===== src/rtl/pipeline_pkg.sv =====
// Shared types and width defaults for the memory arbiter.
package pipeline_pkg;

    localparam int unsigned ADDR_W_DEF = 32;
    localparam int unsigned DATA_W_DEF = 32;

    typedef enum logic [1:0] {
        IDLE     = 2'd0,
        SERVE_IF = 2'd1,
        SERVE_ME = 2'd2
    } arb_state_t;

endpackage


===== src/rtl/arb_pick.sv =====
// Combinational grant selection between fetch (IF) and memory (ME) stages.
module arb_pick (
    input  logic if_req,
    input  logic me_req,
    input  logic last_grant,
    output logic grant_if,
    output logic grant_me
);

    // last_grant high means ME won most recently, so IF wins the next tie.
    always_comb begin
        grant_me = me_req && !(if_req && last_grant);
        grant_if = if_req && !grant_me;
    end

endmodule


===== src/rtl/mem_arbiter.sv =====
// Two-port (IF/ME) arbiter onto a single registered memory port.
// Define MEM_ARB_RR_EN for round-robin on ties; otherwise ME has fixed priority.
module mem_arbiter
    import pipeline_pkg::*;
#(
    parameter int unsigned ADDR_W = ADDR_W_DEF,
    parameter int unsigned DATA_W = DATA_W_DEF
) (
    input  logic              clock,
    input  logic              reset_0,
    input  logic              if_req,
    input  logic [ADDR_W-1:0] if_addr,
    output logic [DATA_W-1:0] if_rdata,
    output logic              if_ack,
    input  logic              me_req,
    input  logic              me_we,
    input  logic [ADDR_W-1:0] me_addr,
    input  logic [DATA_W-1:0] me_wdata,
    output logic [DATA_W-1:0] me_rdata,
    output logic              me_ack,
    output logic              mem_req,
    output logic              mem_we,
    output logic [ADDR_W-1:0] mem_addr,
    output logic [DATA_W-1:0] mem_wdata,
    input  logic [DATA_W-1:0] mem_rdata,
    input  logic              mem_ready,
    output logic              stall_if,
    output logic              stall_me
);

    arb_state_t        state_q, state_d;
    logic              mem_req_q, mem_req_d;
    logic              mem_we_q, mem_we_d;
    logic [ADDR_W-1:0] mem_addr_q, mem_addr_d;
    logic [DATA_W-1:0] mem_wdata_q, mem_wdata_d;
    logic [DATA_W-1:0] if_rdata_q, if_rdata_d;
    logic [DATA_W-1:0] me_rdata_q, me_rdata_d;
    logic              grant_if, grant_me;
    logic              last_grant;

`ifdef MEM_ARB_RR_EN
    logic              last_me_q, last_me_d;
    assign last_grant = last_me_q;
`else
    assign last_grant = 1'b0;
`endif

    arb_pick u_pick (
        .if_req     (if_req),
        .me_req     (me_req),
        .last_grant (last_grant),
        .grant_if   (grant_if),
        .grant_me   (grant_me)
    );

    always_comb begin
        state_d     = state_q;
        mem_req_d   = mem_req_q;
        mem_we_d    = mem_we_q;
        mem_addr_d  = mem_addr_q;
        mem_wdata_d = mem_wdata_q;
        if_rdata_d  = if_rdata_q;
        me_rdata_d  = me_rdata_q;
        if_ack      = 1'b0;
        me_ack      = 1'b0;
`ifdef MEM_ARB_RR_EN
        last_me_d   = last_me_q;
`endif
        case (state_q)
            IDLE: begin
                if (grant_me) begin
                    state_d     = SERVE_ME;
                    mem_req_d   = 1'b1;
                    mem_we_d    = me_we;
                    mem_addr_d  = me_addr;
                    mem_wdata_d = me_wdata;
`ifdef MEM_ARB_RR_EN
                    last_me_d   = 1'b1;
`endif
                end else if (grant_if) begin
                    state_d     = SERVE_IF;
                    mem_req_d   = 1'b1;
                    mem_we_d    = 1'b0;
                    mem_addr_d  = if_addr;
`ifdef MEM_ARB_RR_EN
                    last_me_d   = 1'b0;
`endif
                end
            end
            SERVE_IF: begin
                if (mem_ready) begin
                    if_ack     = 1'b1;
                    if_rdata_d = mem_rdata;
                    mem_req_d  = 1'b0;
                    state_d    = IDLE;
                end
            end
            SERVE_ME: begin
                if (mem_ready) begin
                    me_ack     = 1'b1;
                    me_rdata_d = mem_rdata;
                    mem_req_d  = 1'b0;
                    state_d    = IDLE;
                end
            end
            default: state_d = IDLE;
        endcase
    end

    always_ff @(posedge clock or negedge reset_0) begin
        if (!reset_0) begin
            state_q     <= IDLE;
            mem_req_q   <= 1'b0;
            mem_we_q    <= 1'b0;
            mem_addr_q  <= '0;
            mem_wdata_q <= '0;
            if_rdata_q  <= '0;
            me_rdata_q  <= '0;
`ifdef MEM_ARB_RR_EN
            last_me_q   <= 1'b0;
`endif
        end else begin
            state_q     <= state_d;
            mem_req_q   <= mem_req_d;
            mem_we_q    <= mem_we_d;
            mem_addr_q  <= mem_addr_d;
            mem_wdata_q <= mem_wdata_d;
            if_rdata_q  <= if_rdata_d;
            me_rdata_q  <= me_rdata_d;
`ifdef MEM_ARB_RR_EN
            last_me_q   <= last_me_d;
`endif
        end
    end

    // Read data passes through in the ack cycle and is held afterwards.
    assign if_rdata  = if_rdata_d;
    assign me_rdata  = me_rdata_d;
    assign mem_req   = mem_req_q;
    assign mem_we    = mem_we_q;
    assign mem_addr  = mem_addr_q;
    assign mem_wdata = mem_wdata_q;
    assign stall_if  = if_req && !if_ack;
    assign stall_me  = me_req && !me_ack;

endmodule


===== config.mk =====
export PLATFORM = sky130hd
export DESIGN_NAME = mem_arbiter
export DESIGN_NICKNAME = d
export VERILOG_FILES = /design/src/rtl/pipeline_pkg.sv /design/src/rtl/arb_pick.sv /design/src/rtl/mem_arbiter.sv
export SDC_FILE = /design/constraint.sdc
export NUM_CORES = 1
export LEC_CHECK = 0
export ABC_AREA = 1
export CORE_MARGIN = 10
export CORE_UTILIZATION = 30
export DETAILED_ROUTE_END_ITERATION = 6
export GPL_TIMING_DRIVEN = 0
export PLACE_DENSITY = 0.62
export SETUP_SLACK_MARGIN = 0.2
export SLEW_MARGIN = 20
export SYNTH_ARGS = -nofsm -noshare
export SYNTH_HDL_FRONTEND = slang
export SYNTH_SLANG_ARGS = --single-unit

===== constraint.sdc =====
create_clock -name clock -period 1.8 [get_ports clock]
set_input_delay 0.27 -clock clock [delete_from_list [all_inputs] [get_ports clock]]
set_output_delay 0.27 -clock clock [all_outputs]
set_load 0.02 [all_outputs]

==> metrics.txt <==
RR Startpoint state_q[0]; worst skew pair latency 0.41 ns; WP buf/inv 4; Detail Placement HPWL 15.25 mm; fin crit period 2.036 ns; input/output buffers 267; CTS Buf Count 17; Final Max Slew Viols 0; DR vias/cell 4.509; Largest delay share family, worst path buffers and inverters; Worst Skew 0.008704 ns; clock sink total 132; dominant cell type by area after synthesis dfrtp_1; DR DRC count 0; CTS clk-pin slew, worst paths 0.06 ns; first-pass GRT wire length 32.44 mm; vias 5460; CP required 1.53 ns; Slowest cell on crit path dfrtp_2; overall routing resource usage 16.93%; r2r endpoint mem_addr[29]; largest net degree at the start of global routing 68; post-placement cell count 1154; drt pass-1 iters 4; Least-Margin Pin Slew 0.5225 ns; top cell type's share of synthesized area 59.38%; Netlist cell types 15; Horiz. Die Dim 156.2 um; PnR worst setup slack -0.2357 ns; Core Box Area 18090 sq um; layout cells sized above 1 28.82%; final non-filler cell total 1211; top post-synthesis cells by count nand2_1 (301), dfrtp_1 (132), o21ai_0 (94); Reg2Reg Depth 7; leakage 5.215 nW; ant diodes 0; cell area after synthesis 5563 sq um; Crit path largest cell delay 0.43 ns; # IOs 268; die area 24390 sq um; crit path max fanout 7; Final Util 57.39%; Syn Area/Cell 8.467 sq um; maximum VDD drop 0.7083 mV; YS warnings 0; Syn Nets 795; Detailed Route WL 21.65 mm; total grt overflow 0; ranking of synthesized cells by area dfrtp_1 (59%), nand2_1 (20%), o21ai_0 (8.5%); Slew headroom 65.16%; final RePlAce weighted congestion 0.7794; Setup TNS -13.21 ns; final instance area 10380 sq um; synthesized netlist cell count 657; WP depth 7; crit path DAT 1.77 ns; Post-synth EDFFs 0; final hold vios 0; violated checks setup timing; #FFs+latches synth 132; final setup fails 68; DRT iter0 DRCs 191; worst-path cell chain inv_2 > ha_4 > nand2_4 > buf_12 > clkbuf_16 > o21ai_4 > buf_6; maximum clock path buffer count 2; Post-DP Area 8600 sq um; CTS root buffer clkbuf_16; min-delay worst type input pin to asynchronous set/reset pin; post-DR wirelength/cell 17.88 um; layout filler cell count 1608; final hold slack 0.3934 ns; die height 156.2 um; count leader, synth nand2_1; Area Growth Syn to Fin 86.57%; Crit. End Element primary output; Detail Route Antenna Nets 0; Final Cycle Share 113.1%; Max-cap violations 0; Initial Util 30.76%; initial antenna violation count 0; flop2flop setup slack 0.29 ns; ys async rst share 100.0%; vias in the first global route 5694; status finished with violations; Final #Nets 1107; CP startpoint kind register; sequential element share of the synthesized area 59.38%; ys flop type dfrtp_1; pwr/cell area 1758 nW/um^2; Rows 49; Setup CP Type register to primary output; H-tree depth 4; fmax 491.2 MHz; RSZ-0062 raised after global routing yes; TritonCTS clock tree built
through the flow:
step,setup slack [ns],total power [mW]
2_1_floorplan,0.03011,8.982
3_3_place_gp,-5.073,13.24
3_5_place_dp,-0.9263,13.33
4_1_cts,-0.2949,17.54
5_1_grt,-0.3246,19.33
6_report,-0.2357,18.24
cell families after synthesis:
group / Yosys count / synth area share, %
AND/OR/NAND/NOR: 340 / 24.02
AO/OA/AOI/OAI: 99 / 8.907
flip-flops: 132 / 59.38
adder cells (fa/ha/maj): 4 / 0.8997
buffers and inverters: 82 / 6.793
layout by cell type (no fill, tap or decap), drive strengths merged:
cell           instances
inv                   43
clkinvlp               4
buf                  122
nand4                  1
clkinv                 6
ha                     4
clkbuf                31
clkdlybuf4s50        132
nor2                   4
nand3                 34
o21ai                 99
dfrtp                132
dlygate4sd2           66
nand2                301
bufinv                 2
dlygate4sd3            1
registers in the layout, summed over array words and instances, names as in the netlist:
signal and cells:
if_rdata_q 32, me_rdata_q 32, mem_addr 32, mem_req 1
mem_wdata 32, mem_we 1, state_q 2
cell type report:
class | count | area (sq um) | share of cell area [%]
flip-flops and latches | 132 | 3304 | 31.84
clock buffers | 19 | 452.9 | 4.364
repair buffers | 293 | 2954 | 28.46
plain buffers | 40 | 455.4 | 4.388
well taps | 229 | 286.5 | 2.761
multi-input cells | 443 | 2630 | 25.34
clock inverters | 13 | 132.6 | 1.278
inverters | 42 | 162.7 | 1.567
how the worst max path moves through the flow:
| stage | start | end | slack [ns] |
|---|---|---|---|
| CTS | state_q[0] | me_rdata[19] | -0.29 |
| global route | state_q[0] | me_rdata[30] | -0.32 |
| global placement | reset_0 | mem_wdata[11] | -5.07 |
| finish | state_q[0] | me_rdata[30] | -0.24 |
| floorplan | state_q[0] | me_rdata[0] | 0.03 |
| detailed placement | mem_ready | me_rdata[11] | -0.93 |
power by group:
group	leakage, nW	switching (mW)	internal [mW]
registers	1.65	0.613	4.34
logic	3.29	5.56	4.29
clock network	0.281	1.33	2.11
total	5.22	7.50	10.7
what timing repair did:
item | 4_1_cts | 5_1_grt
pin swaps | 0 | 4
endpoints found under the setup margin | 184 | 127
endpoints found under the hold margin | 65 | 0
resized for setup | 639 | 109
hold buffers | 1 | 0
cloned | 4 | 4
setup buffers | 5 | 11
layer usage:
| layer | global-route usage, % | wire [um] |
|---|---|---|
| met4 | 4.719 | 299 |
| met3 | 6.920 | 1792 |
| met2 | 28.45 | 10750 |
| met5 | 0 | 0 |
| met1 | 19.48 | 8808 |
Power figures use the tool's default switching activity.
==> variant (same settings) <==
Encoding of `arb_state_t`: now one-hot (3 bits for 3 states).
--- a/src/rtl/pipeline_pkg.sv
+++ b/src/rtl/pipeline_pkg.sv
@@ -4,10 +4,10 @@
     localparam int unsigned ADDR_W_DEF = 32;
     localparam int unsigned DATA_W_DEF = 32;
 
-    typedef enum logic [1:0] {
-        IDLE     = 2'd0,
-        SERVE_IF = 2'd1,
-        SERVE_ME = 2'd2
+    typedef enum logic [2:0] {
+        IDLE     = 3'b001,
+        SERVE_IF = 3'b010,
+        SERVE_ME = 3'b100
     } arb_state_t;
 
 endpackage
Function: same outputs for any inputs over 4 cycles, from zero or initial values and one cycle with reset_0 low; so few cycles prove little.
==> variant against the unedited design <==
- the run still ends with negative setup slack left
- clock skew is 3.4 ps higher
- highest routed layer unchanged
- final area down 0.34%
- setup slack got worse by 21 ps
- wire length up 2.2%
- total power is 4.3% higher
- sequential cell count rose by 1
- via count increased by 0.49%
- synthesized area is 0.67% lower
==> variant: results (changes against the unedited design) <==
Status
  – Status: complete, but fails checks (unchanged)
  – Failing checks: negative setup slack (unchanged)

Timing
  – Final setup viols: 69 (was 68)
  – Final Skew: 12.1 ps (was 8.70 ps)
  – Setup TNS Final: -13,640 ps (was -13,210 ps)
  – Final hold slack: 280 ps (was 393 ps)
  – Final worst setup slack: -257 ps (was -236 ps)
  – Worst slew pin tran: 812 ps (was 523 ps)

Global route
  – First-pass GRT wire length: 32,800 microns (was 32,400 microns)
  – Vias in the first global route: 5,669 (was 5,694)
  – Global Route met2 Usage: 28.6% (was 28.4%)
  – Total Routing Usage GR: 17.1% (was 16.9%)
  – GR Layer Usage met1: 20.4% (was 19.5%)
  – Pin count of the biggest net entering global routing: 70 (was 68)
  – GRT met3 Usage: 4.74% (was 6.92%)

Routing
  – Met3 wire len: 1260 microns (was 1790 microns)
  – Average wire per standard cell: 18.7 microns (was 17.9 microns)
  – M1 WL: 9160 microns (was 8810 microns)
  – WL final: 22,100 microns (was 21,700 microns)
  – Via count: 5,487 (was 5,460)
  – Drt initial violations: 186 (was 191)

Placement
  – Final HPWL DP: 15,500 microns (was 15,300 microns)
  – DP Area: 8540 sq um (was 8600 sq um)
  – Number of buffers added on ports: 266 (was 267)
  – Final Wtd Congestion: 0.774 (was 0.779)
  – Worst slack, placed: -816 ps (was -926 ps)
  – Number of instances in the placed design: 1,093 (was 1,154)

Worst setup path
  – Slowest stage cell, crit path: dfstp_2 (was dfrtp_2)
  – Delay-heaviest family, CP: flip-flops (was buffers and inverters)
  – Cell count of the worst reg-to-reg path: 12 (was 7)
  – Reg2reg setup slack: -110 ps (was 290 ps)
  – Crit path largest cell delay: 560 ps (was 430 ps)

Yosys
  – Commonest cells in the netlist: nand2_1 (170), dfrtp_1 (132), o21ai_0 (127), nand3_1 (36), or2_2 (32) (was nand2_1 (301), dfrtp_1 (132), o21ai_0 (94), inv_1 (41), nand3_1 (34))
  – Net Count, Synth: 731 (was 795)
  – Sequential-to-total area share from yosys stat: 60.3% (was 59.4%)
  – Mean Syn Cell Area: 9.26 sq um (was 8.47 sq um)
  – FF+latch count, synth: 133 (was 132)
  – Synth top area cells: dfrtp_1 (60%), nand2_1 (12%), o21ai_0 (12%) (was dfrtp_1 (59%), nand2_1 (20%), o21ai_0 (8.5%))

Pwr
  – Maximum VDD drop: 0.924 mV (was 0.708 mV)
  – Static Leak: 4.84 nW (was 5.22 nW)
  – P_int: 11.2 mW (was 10.7 mW)

Hold path
  – HP Class: input port to register (was input port to asynchronous set/reset pin)
-- variant: cell types whose count changed after synthesis, sizes merged, moves of 6 or more --
cell	unedited run	this run
or2	0	32
o21ai	99	161
inv	42	12
buf	27	21
nand2	301	171
clkbuf	13	22
-- variant: power by group through the flow --
stage / combinational [mW] / sequential, mW / clock, mW
finish: 10.6 / 5.05 / 3.31
global route: 11.4 / 5.23 / 3.55
CTS: 9.14 / 4.95 / 3.40
detailed placement: 8.68 / 4.98 / 0
global placement: 8.64 / 4.95 / 0
floorplan: 3.48 / 5.83 / 0
-- variant: kinds of logic after synthesis --
family          Yosys count  share of synthesized area [%]
flops                   133                           60.3
compound gates          162                           15.6
buf+inv                  55                           4.85
simple gates            247                           19.3
-- variant: timing repair --
item / 4_1_cts / 5_1_grt
endpoints found under the setup margin: 188 / 131
pin swaps: 1 / 21
resized for setup: 602 / 144
hold buffers: 1 / 0
setup buffers: 28 / 18
hold endpoints to repair: 64 / 0
gates cloned: 2 / 7
-- variant: area by class of cell --
class,instances,area (sq um)
sequential,133,3330
tap,229,287
inverter,12,50.0
buffer,43,414
clock inverter,15,136
multi-input combinational,409,2470
fill,1627,7680
antenna,1,2.50
clock buffer,17,425
timing repair buffer,323,3230
-- variant: worst paths after layout --
path	start	to
max in group asynchronous	reset_0	state_q[0]
worst min-delay path	mem_ready	if_rdata_q[0]
min in group asynchronous	reset_0	me_rdata_q[15]
worst max-delay path	state_q[0]	me_rdata[12]
worst min register to register	mem_wdata[25]	mem_wdata[25]
worst max register to register	state_q[1]	me_rdata_q[4]
-- variant: worst min-delay path, stage by stage --
cell	delay (ps)
buf_2	160
nand2_1	120
o21ai_1	80
